**src/rtl/picomips_alu.sv**
```systemverilog
// picoMIPS execute stage: single-cycle ALU ops plus a sequential signed shift-add multiply.
// Optional build macro ALU_SAT_EN: ADD/SUB saturate to the signed range, carry flags saturation.
module picomips_alu #(
    parameter int WIDTH      = 8,
    parameter int ADDR_WIDTH = 1
) (
    input  logic                  clk,
    input  logic                  reset,
    input  logic                  start,
    input  logic [2:0]            op,
    input  logic [WIDTH-1:0]      a,
    input  logic [WIDTH-1:0]      b,
    input  logic [ADDR_WIDTH-1:0] dst,
    output logic                  busy,
    output logic                  w,
    output logic [ADDR_WIDTH-1:0] waddr,
    output logic [WIDTH-1:0]      wdata,
    output logic                  zero,
    output logic                  carry
);

    localparam int CNT_W = $clog2(WIDTH + 1);

    typedef enum logic [1:0] {S_IDLE, S_MUL, S_WB} state_e;
    typedef enum logic [2:0] {
        OP_ADD  = 3'b000, OP_SUB  = 3'b001, OP_AND  = 3'b010, OP_OR  = 3'b011,
        OP_PASS = 3'b100, OP_MULH = 3'b101, OP_MULL = 3'b110, OP_NOP = 3'b111
    } op_e;

    state_e                 state, state_next;
    op_e                    op_in, op_q;
    logic [ADDR_WIDTH-1:0]  dst_q;
    logic [2*WIDTH-1:0]     mcand, acc, acc_next;
    logic [WIDTH-1:0]       mplier, mul_res, sc_res;
    logic [CNT_W-1:0]       cnt;
    logic                   is_mul, last_iter, sc_write, sc_carry;
    logic [WIDTH:0]         sum_ext, diff_ext;

    assign op_in     = op_e'(op);
    assign is_mul    = (op_in == OP_MULH) || (op_in == OP_MULL);
    assign last_iter = (cnt == CNT_W'(WIDTH - 1));
    assign busy      = (state != S_IDLE);

    always_ff @(posedge clk) begin
        if (reset) state <= S_IDLE;
        else       state <= state_next;
    end

    always_comb begin
        state_next = state;
        case (state)
            S_IDLE:  if (start) state_next = is_mul ? S_MUL : S_WB;
            S_MUL:   if (last_iter) state_next = S_WB;
            default: state_next = S_IDLE;
        endcase
    end

    always_comb begin
        sc_res   = '0;
        sc_carry = 1'b0;
        sc_write = 1'b1;
        sum_ext  = {1'b0, a} + {1'b0, b};
        diff_ext = {1'b0, a} - {1'b0, b};
        case (op_in)
            OP_ADD: begin
                sc_res = sum_ext[WIDTH-1:0];
`ifdef ALU_SAT_EN
                if (a[WIDTH-1] == b[WIDTH-1] && sum_ext[WIDTH-1] != a[WIDTH-1]) begin
                    sc_res   = a[WIDTH-1] ? {1'b1, {(WIDTH-1){1'b0}}} : {1'b0, {(WIDTH-1){1'b1}}};
                    sc_carry = 1'b1;
                end
`else
                sc_carry = sum_ext[WIDTH];
`endif
            end
            OP_SUB: begin
                sc_res = diff_ext[WIDTH-1:0];
`ifdef ALU_SAT_EN
                if (a[WIDTH-1] != b[WIDTH-1] && diff_ext[WIDTH-1] != a[WIDTH-1]) begin
                    sc_res   = a[WIDTH-1] ? {1'b1, {(WIDTH-1){1'b0}}} : {1'b0, {(WIDTH-1){1'b1}}};
                    sc_carry = 1'b1;
                end
`else
                sc_carry = diff_ext[WIDTH];
`endif
            end
            OP_AND:  sc_res = a & b;
            OP_OR:   sc_res = a | b;
            OP_PASS: sc_res = b;
            default: sc_write = 1'b0;
        endcase
    end

    // Multiplier MSB carries weight -2^(WIDTH-1), so the final partial product is subtracted.
    always_comb begin
        acc_next = acc;
        if (mplier[0]) acc_next = last_iter ? acc - mcand : acc + mcand;
        mul_res = (op_q == OP_MULH) ? acc_next[2*WIDTH-1:WIDTH] : acc_next[WIDTH-1:0];
    end

    always_ff @(posedge clk) begin
        if (reset) begin
            w      <= 1'b0;
            waddr  <= '0;
            wdata  <= '0;
            zero   <= 1'b0;
            carry  <= 1'b0;
            op_q   <= OP_ADD;
            dst_q  <= '0;
            mcand  <= '0;
            mplier <= '0;
            acc    <= '0;
            cnt    <= '0;
        end else begin
            w <= 1'b0;
            case (state)
                S_IDLE: if (start) begin
                    op_q   <= op_in;
                    dst_q  <= dst;
                    mcand  <= {{WIDTH{a[WIDTH-1]}}, a};
                    mplier <= b;
                    acc    <= '0;
                    cnt    <= '0;
                    if (!is_mul && sc_write) begin
                        w     <= 1'b1;
                        waddr <= dst;
                        wdata <= sc_res;
                        zero  <= (sc_res == '0);
                        carry <= sc_carry;
                    end
                end
                S_MUL: begin
                    acc    <= acc_next;
                    mcand  <= mcand << 1;
                    mplier <= mplier >> 1;
                    cnt    <= cnt + 1'b1;
                    if (last_iter) begin
                        w     <= 1'b1;
                        waddr <= dst_q;
                        wdata <= mul_res;
                        zero  <= (mul_res == '0);
                        carry <= 1'b0;
                    end
                end
                default: ;
            endcase
        end
    end

endmodule
```
**config.mk**
```make
export PLATFORM = sky130hd
export DESIGN_NAME = picomips_alu
export DESIGN_NICKNAME = d
export VERILOG_FILES = /design/src/rtl/picomips_alu.sv
export SDC_FILE = /design/constraint.sdc
export NUM_CORES = 1
export LEC_CHECK = 0
export ABC_AREA = 1
export BUFFER_PORTS_ARGS = -buffer_cell sky130_fd_sc_hd__clkbuf_2
export CAP_MARGIN = 15
export CORE_MARGIN = 4
export CORE_UTILIZATION = 55
export CTS_CLUSTER_DIAMETER = 40
export DETAILED_ROUTE_END_ITERATION = 10
export PLACE_DENSITY = 0.85
export SETUP_SLACK_MARGIN = 0.4
export SLEW_MARGIN = 30
export SYNTH_ARGS = -nofsm -noshare
export SYNTH_HDL_FRONTEND = slang
export SYNTH_SLANG_ARGS = --single-unit
```
**constraint.sdc**
```tcl
create_clock -name clk -period 3.9 [get_ports clk]
set_input_delay 1.17 -clock clk [delete_from_list [all_inputs] [get_ports clk]]
set_output_delay 1.17 -clock clk [all_outputs]
set_load 0.005 [all_outputs]
```
## Word-level counts from Yosys, hierarchy flattened

Index checks and enable logic that the tools add are counted.

- Bits in registers: 62
- Bits in latches: 0
- Bits in writable memories: 0
- Memory bits (read-only): 0
- Input port bits: 23
- Output and inout port bits: 13
- Logic and storage cells: 83
- Memories kept: 0

- Add/subtract/negate cells: 5
- Multiply operators: 0
- Divide/modulo/power cells: 0
- Order comparisons: 0
- Equality and inequality tests: 12
- Shift operators: 0
- Multiplexer cells: 38
- Bitwise gates (word level): 2
- Reduce and logical (&&, ||, !) cells: 14

Operator list:

| kind | number |
|---|---|
| 16-bit 2-to-1 mux | 4 |
| 16-bit one-hot mux with 2 select lines | 2 |
| 8-bit 2-to-1 mux | 5 |
| 8-bit one-hot mux with 5 select lines | 1 |
| 8-bit one-hot mux with 2 select lines | 2 |
| 16-bit adder | 1 |
| 8-bit logical NOT | 2 |
| 16-bit subtractor | 1 |
| 1-bit 2-to-1 mux | 13 |
| 3-bit equality test (second input constant) | 4 |
| 1-bit one-hot mux with 2 select lines | 5 |
| 8-bit by 8-bit adder with 9-bit output | 1 |
| 8-bit by 8-bit subtractor with 9-bit output | 1 |
| 8-bit AND | 1 |
| 8-bit OR | 1 |
| 4-bit one-hot mux with 2 select lines | 1 |
| 3-bit by 2-bit equality test with 1-bit output (second input constant) | 2 |
| 2-bit 2-to-1 mux | 3 |
| 2-bit != test (second input constant) | 3 |
| 2-bit AND reduction | 3 |
| 5-bit OR reduction | 1 |
| 4-bit by 1-bit adder with 4-bit output (second input constant) | 1 |
| 4-bit by 3-bit equality test with 1-bit output (second input constant) | 1 |
| 4-bit 2-to-1 mux | 1 |
| 10 further kinds | 11 |

## Logic depth before layout (Yosys ltp)

- Depth after elaboration: 7
- Depth in mapped cells: 25
- Depth with buffers taken out: 25

## Worst setup path before layout

Ideal clock, no wire load.

- Path type: input to register
- Start point: input a[0]
- End point: register zero
- Library setup time: 64 ps
- Data arrival time: 2768 ps
- Data required time: 3836 ps
- Path slack: 1068 ps
- Cell stages on the path: 12
- Cells stage by stage: ha_1 > fa_1 > or2_2 > nand3_1 > o2111ai_1 > nor2_1 > nand3b_1 > nor2_1 > nand3_1 > nand2_1 > nor2_1 > nor2_1

- Word-level cells in the longest chain between the ends: 6
- Elaborated cells on any way between the ends: 9
- Classes of those cells: 2 x add/sub; 4 x mux; 2 x bitwise; 1 x reduce/logical

Ends and longest elaborated chain:

| element | RTL line | RTL |
|---|---|---|
| from (decl) | 11 | `input logic [WIDTH-1:0] a,` |
| 8-bit by 8-bit subtractor with 9-bit output, or another cell as far along | 63 | `diff_ext = {1'b0, a} - {1'b0, b};` |
| 8-bit one-hot mux with 5 select lines * | 64 | `case (op_in)` |
| 8-bit logical NOT * | 128 | `zero <= (sc_res == '0);` |
| 1-bit 2-to-1 mux * | 124 | `if (!is_mul && sc_write) begin` |
| 1-bit 2-to-1 mux * | 117 | `S_IDLE: if (start) begin` |
| 1-bit one-hot mux with 2 select lines * | 116 | `case (state)` |
| to (signal assigned) | 128 |  |
| to (signal assigned) | 141 | `zero <= (mul_res == '0);` |
| to (decl) | 18 | `output logic zero,` |

Every way passes the cells marked *; elsewhere a longest branch is shown, timed or not. The select of a mux whose other input is x is not followed.
A chain may end at the register's enable or synchronous reset.

## Worst setup path after layout

- Start point: register mcand[1]
- End point: register zero

- Word-level cells in the longest chain between the ends: 7
- Elaborated cells on any way between the ends: 8
- Classes of those cells: 2 x add/sub; 5 x mux; 1 x reduce/logical

Ends and longest elaborated chain:

| element | RTL line | RTL |
|---|---|---|
| from (decl) | 33 | `logic [2*WIDTH-1:0] mcand, acc, acc_next;` |
| from (signal assigned) | 120 | `mcand <= {{WIDTH{a[WIDTH-1]}}, a};` |
| from (signal assigned) | 134 | `mcand <= mcand << 1;` |
| 16-bit adder or 16-bit subtractor (tied branches) | 97 | `if (mplier[0]) acc_next = last_iter ? acc - mcand : acc + mcand;` |
| 16-bit 2-to-1 mux * (2 in a row) | 97 |  |
| 8-bit 2-to-1 mux * | 98 | `mul_res = (op_q == OP_MULH) ? acc_next[2*WIDTH-1:WIDTH] : acc_next[WIDTH-1:0];` |
| 8-bit logical NOT * | 141 |  |
| 1-bit 2-to-1 mux * | 137 | `if (last_iter) begin` |
| 1-bit one-hot mux with 2 select lines * | 116 |  |

Marked as above.

==> flow_metrics.tcl <==
set metrics [dict create \
    status "finished clean" \
    p_leak_nw 2.65 \
    dr.pass1.iters 5 \
    final-hold-violation-count 0 \
    gp_congestion 0.989 \
    antenna_found_initial 0 \
    synth_edf_count 0 \
    cts-root-buf "clkbuf_8" \
    drive_above_1_share 0.131 \
    yosys-top-cells-count "nand2_1, inv_1, a21oi_1, dfxtp_1, nand3_1" \
    cp_cell_sequence "inv_2, ha_4, nand3_2, nor2_4, nand4_1, o31ai_2, xor2_1, ha_1, nand2_1, nand2_2, o21bai_1, nor2_1, nand3_1, nand3_1, nand3_1, nand2_1, nand4_1, nor2_1, nor2_1, nor2_1" \
    sw_frac_of_total 0.390 \
    r2r-start "mcand[1]" \
    grt_first_pass_wirelength_um 23200 \
    place_area_um2 5270 \
    drv_slew 0 \
    r2r_cells 20 \
    intPower_mw 1.23 \
    io_pins 36 \
    crit_path_frequent_cell "nor2_1" \
    dp_hpwl_um 10200 \
    hp-class "flop to flop" \
    critPathCaptureType "flop" \
    period_share 0.830 \
    pre_cts_ws_ns 0.582 \
    hold_depth 2 \
    synthToLayoutAreaGrowth_pct 10.5 \
    layout_min_cycle_time_ns 3.24 \
    rows 34 \
    cts_made_buffers 9 \
    dieHeight_um 104 \
    clock_path_buffers 2 \
    cts_tree "built" \
    cp_max_fo 6 \
    nets 893 \
    ys_ff_latch 62 \
    reg2reg_slack_ns 0.66 \
    fin_setup_tns_ns 0 \
    yosysSeqAreaShare 0.247 \
    drtAntennaViolNets 0 \
    async_reset_ff_frac 0 \
    critPathLaunchType "flop" \
    drt-total-wl_um 13800 \
    yosys.area.top_type "dfxtp_1" \
    drt_iter0_markers 573 \
    reg2reg_to "zero" \
    max_stage_delay_ns 0.35 \
    overflow 0 \
    maxCapViolations 0 \
    drc 0 \
    ys_warn_count 0 \
    rsz0062_at_grt "no" \
    relSlewSlack 0.391 \
    yosys.cell_types.count 43 \
    cts_max_level 3 \
    grt_pass1_vias 4996 \
    synth_top_area_frac 0.247 \
    synth_nets 867 \
    clkTransAtPathRegs_ns 0.08 \
    crit_required_ns 4.17 \
    vias_per_cell 5.67 \
    p_per_area_nw_per_um2 362 \
    avgSynthCellArea_um2 6.28 \
    fmax_mhz 309 \
    worst_clock_skew_ns 0.0140 \
    grt_use_total 0.255 \
    insertion_delay_ns 0.35 \
    grt_max_degree 50 \
    fin_area_um2 5550 \
    initial_utilization 0.570 \
    arrival_ns 3.51 \
    dieArea_um2 10700 \
    vias 5322 \
    hp-start "wdata[3]" \
    cts.sinks 62 \
    slowest_stage "dfxtp_2" \
    setup_viol 0 \
    num_antenna_cells 0 \
    p_clk_frac 0.295 \
    power.switching_uw 785 \
    core_area_um2 8810 \
    ir_drop_mv 0.287 \
    placement.io_buffers 35 \
    synthFlopType "dfxtp_1" \
    routedWlPerCell_um 14.7 \
    setup_slack_ns 0.663 \
    synth.most_common_cell "nand2_1" \
    synth_area_um2 5020 \
    synthCells 800 \
    yosys-top-cells-area "dfxtp_1, nand2_1, ha_1" \
    comb_power_share 0.349 \
    min_to "wdata[3]" \
    max_slew.worst_pin.slew_ns 0.907 \
    power_frac_seq 0.356 \
    finalHoldWorstSlack_ns 0.468 \
    cts_hold_buf 0 \
    path_class "flop to flop" \
    die-width_um 104 \
]
## placed cells by master (no fill, tap or decap), types with 5 or more instances in the layout
cell      count
o21ai_0      35
o211ai_1      5
nand3_1      55
or2_2         8
nand2_2       6
dfxtp_1      60
buf_4         8
nor3_1        7
xor2_1       11
a21oi_1      65
inv_1        79
nand2_1     239
o22ai_1       5
ha_1         40
inv_2        13
xnor2_1       7
nand4_1      10
nor2_1       54
a31oi_1      25
clkbuf_8      9
clkbuf_2     35
## cell type report
type / count / area [µm²]
clock inverters: 7 / 77.6
inverters: 96 / 363
repair buffers: 43 / 235
well taps: 108 / 135
flip-flops and latches: 62 / 1250
multi-input cells: 614 / 3370
fillers: 803 / 3250
clock buffers: 9 / 124
## what timing repair did
action / CTS / global route
resized for setup: 0 / 21
endpoints found under the setup margin: 0 / 10
setup buffers: 0 / 2
## layer usage
metal  part of all wire  vias to the layer above  track usage
li1                   -                     2690            -
met1               0.45                     2412        0.346
met2               0.46                      201        0.421
met3              0.066                       19       0.0342
met4              0.017                        0       0.0826
met5                  0                        -            0
## power by group through the flow
stage	clock network (mW)	logic, mW	registers, mW
after floorplan	0	0.500	0.717
after global placement	0	0.657	0.725
after detailed placement	0	0.662	0.726
after CTS	0.594	0.667	0.712
after global routing	0.619	0.786	0.720
final	0.594	0.701	0.715
## worst max path at each step
stage | start | to | slack (ns) | depth (start not counted)
final | mcand[1] | zero | 0.66 | 20
after global routing | mcand[1] | zero | 0.33 | 24
after CTS | cnt[0] | zero | 0.48 | 21
after detailed placement | cnt[0] | zero | 0.58 | 21
after global placement | b[0] | zero | 0.59 | 13
after floorplan | a[0] | zero | 1.07 | 12
## through the flow
step / utilization / cells / total power [mW]
floorplan: - / 800 / 1.22
global placement: 0.598 / 921 / 1.38
detailed placement: 0.598 / 921 / 1.39
CTS: 0.621 / 937 / 1.97
global route: 0.631 / 939 / 2.13
finish: 0.631 / 939 / 2.01
## worst max-delay path: cells and delay by family, from the launching register on
family / cells / cell delay [ns]
compound gates: 2 / 0.46
xor+xnor: 1 / 0.26
fa+ha+maj: 2 / 0.48
buf+inv: 1 / 0.09
flops: 1 / 0.35
simple gates: 14 / 1.55
## logic make-up (layout without fill, tap and decap cells)
kind of cell	Yosys count	in the layout	share of synthesized area
and+or+nand+nor	396	396	0.335
AOI/OAI and AO/OA	156	156	0.177
buffers and inverters	124	155	0.0951
DFF	62	62	0.247
adders and majority gates	44	44	0.114
xor gates and xnor gates	18	18	0.0314
## registers in the layout, indices dropped and copies added, names as in the netlist
register and count:
acc 16, carry 1, cnt 4, dst_q 1, mcand 16, mplier 8, op_q 3, state 2
w 1, waddr 1, wdata 8, zero 1
Note: power is estimated with default switching activity, not from simulation.
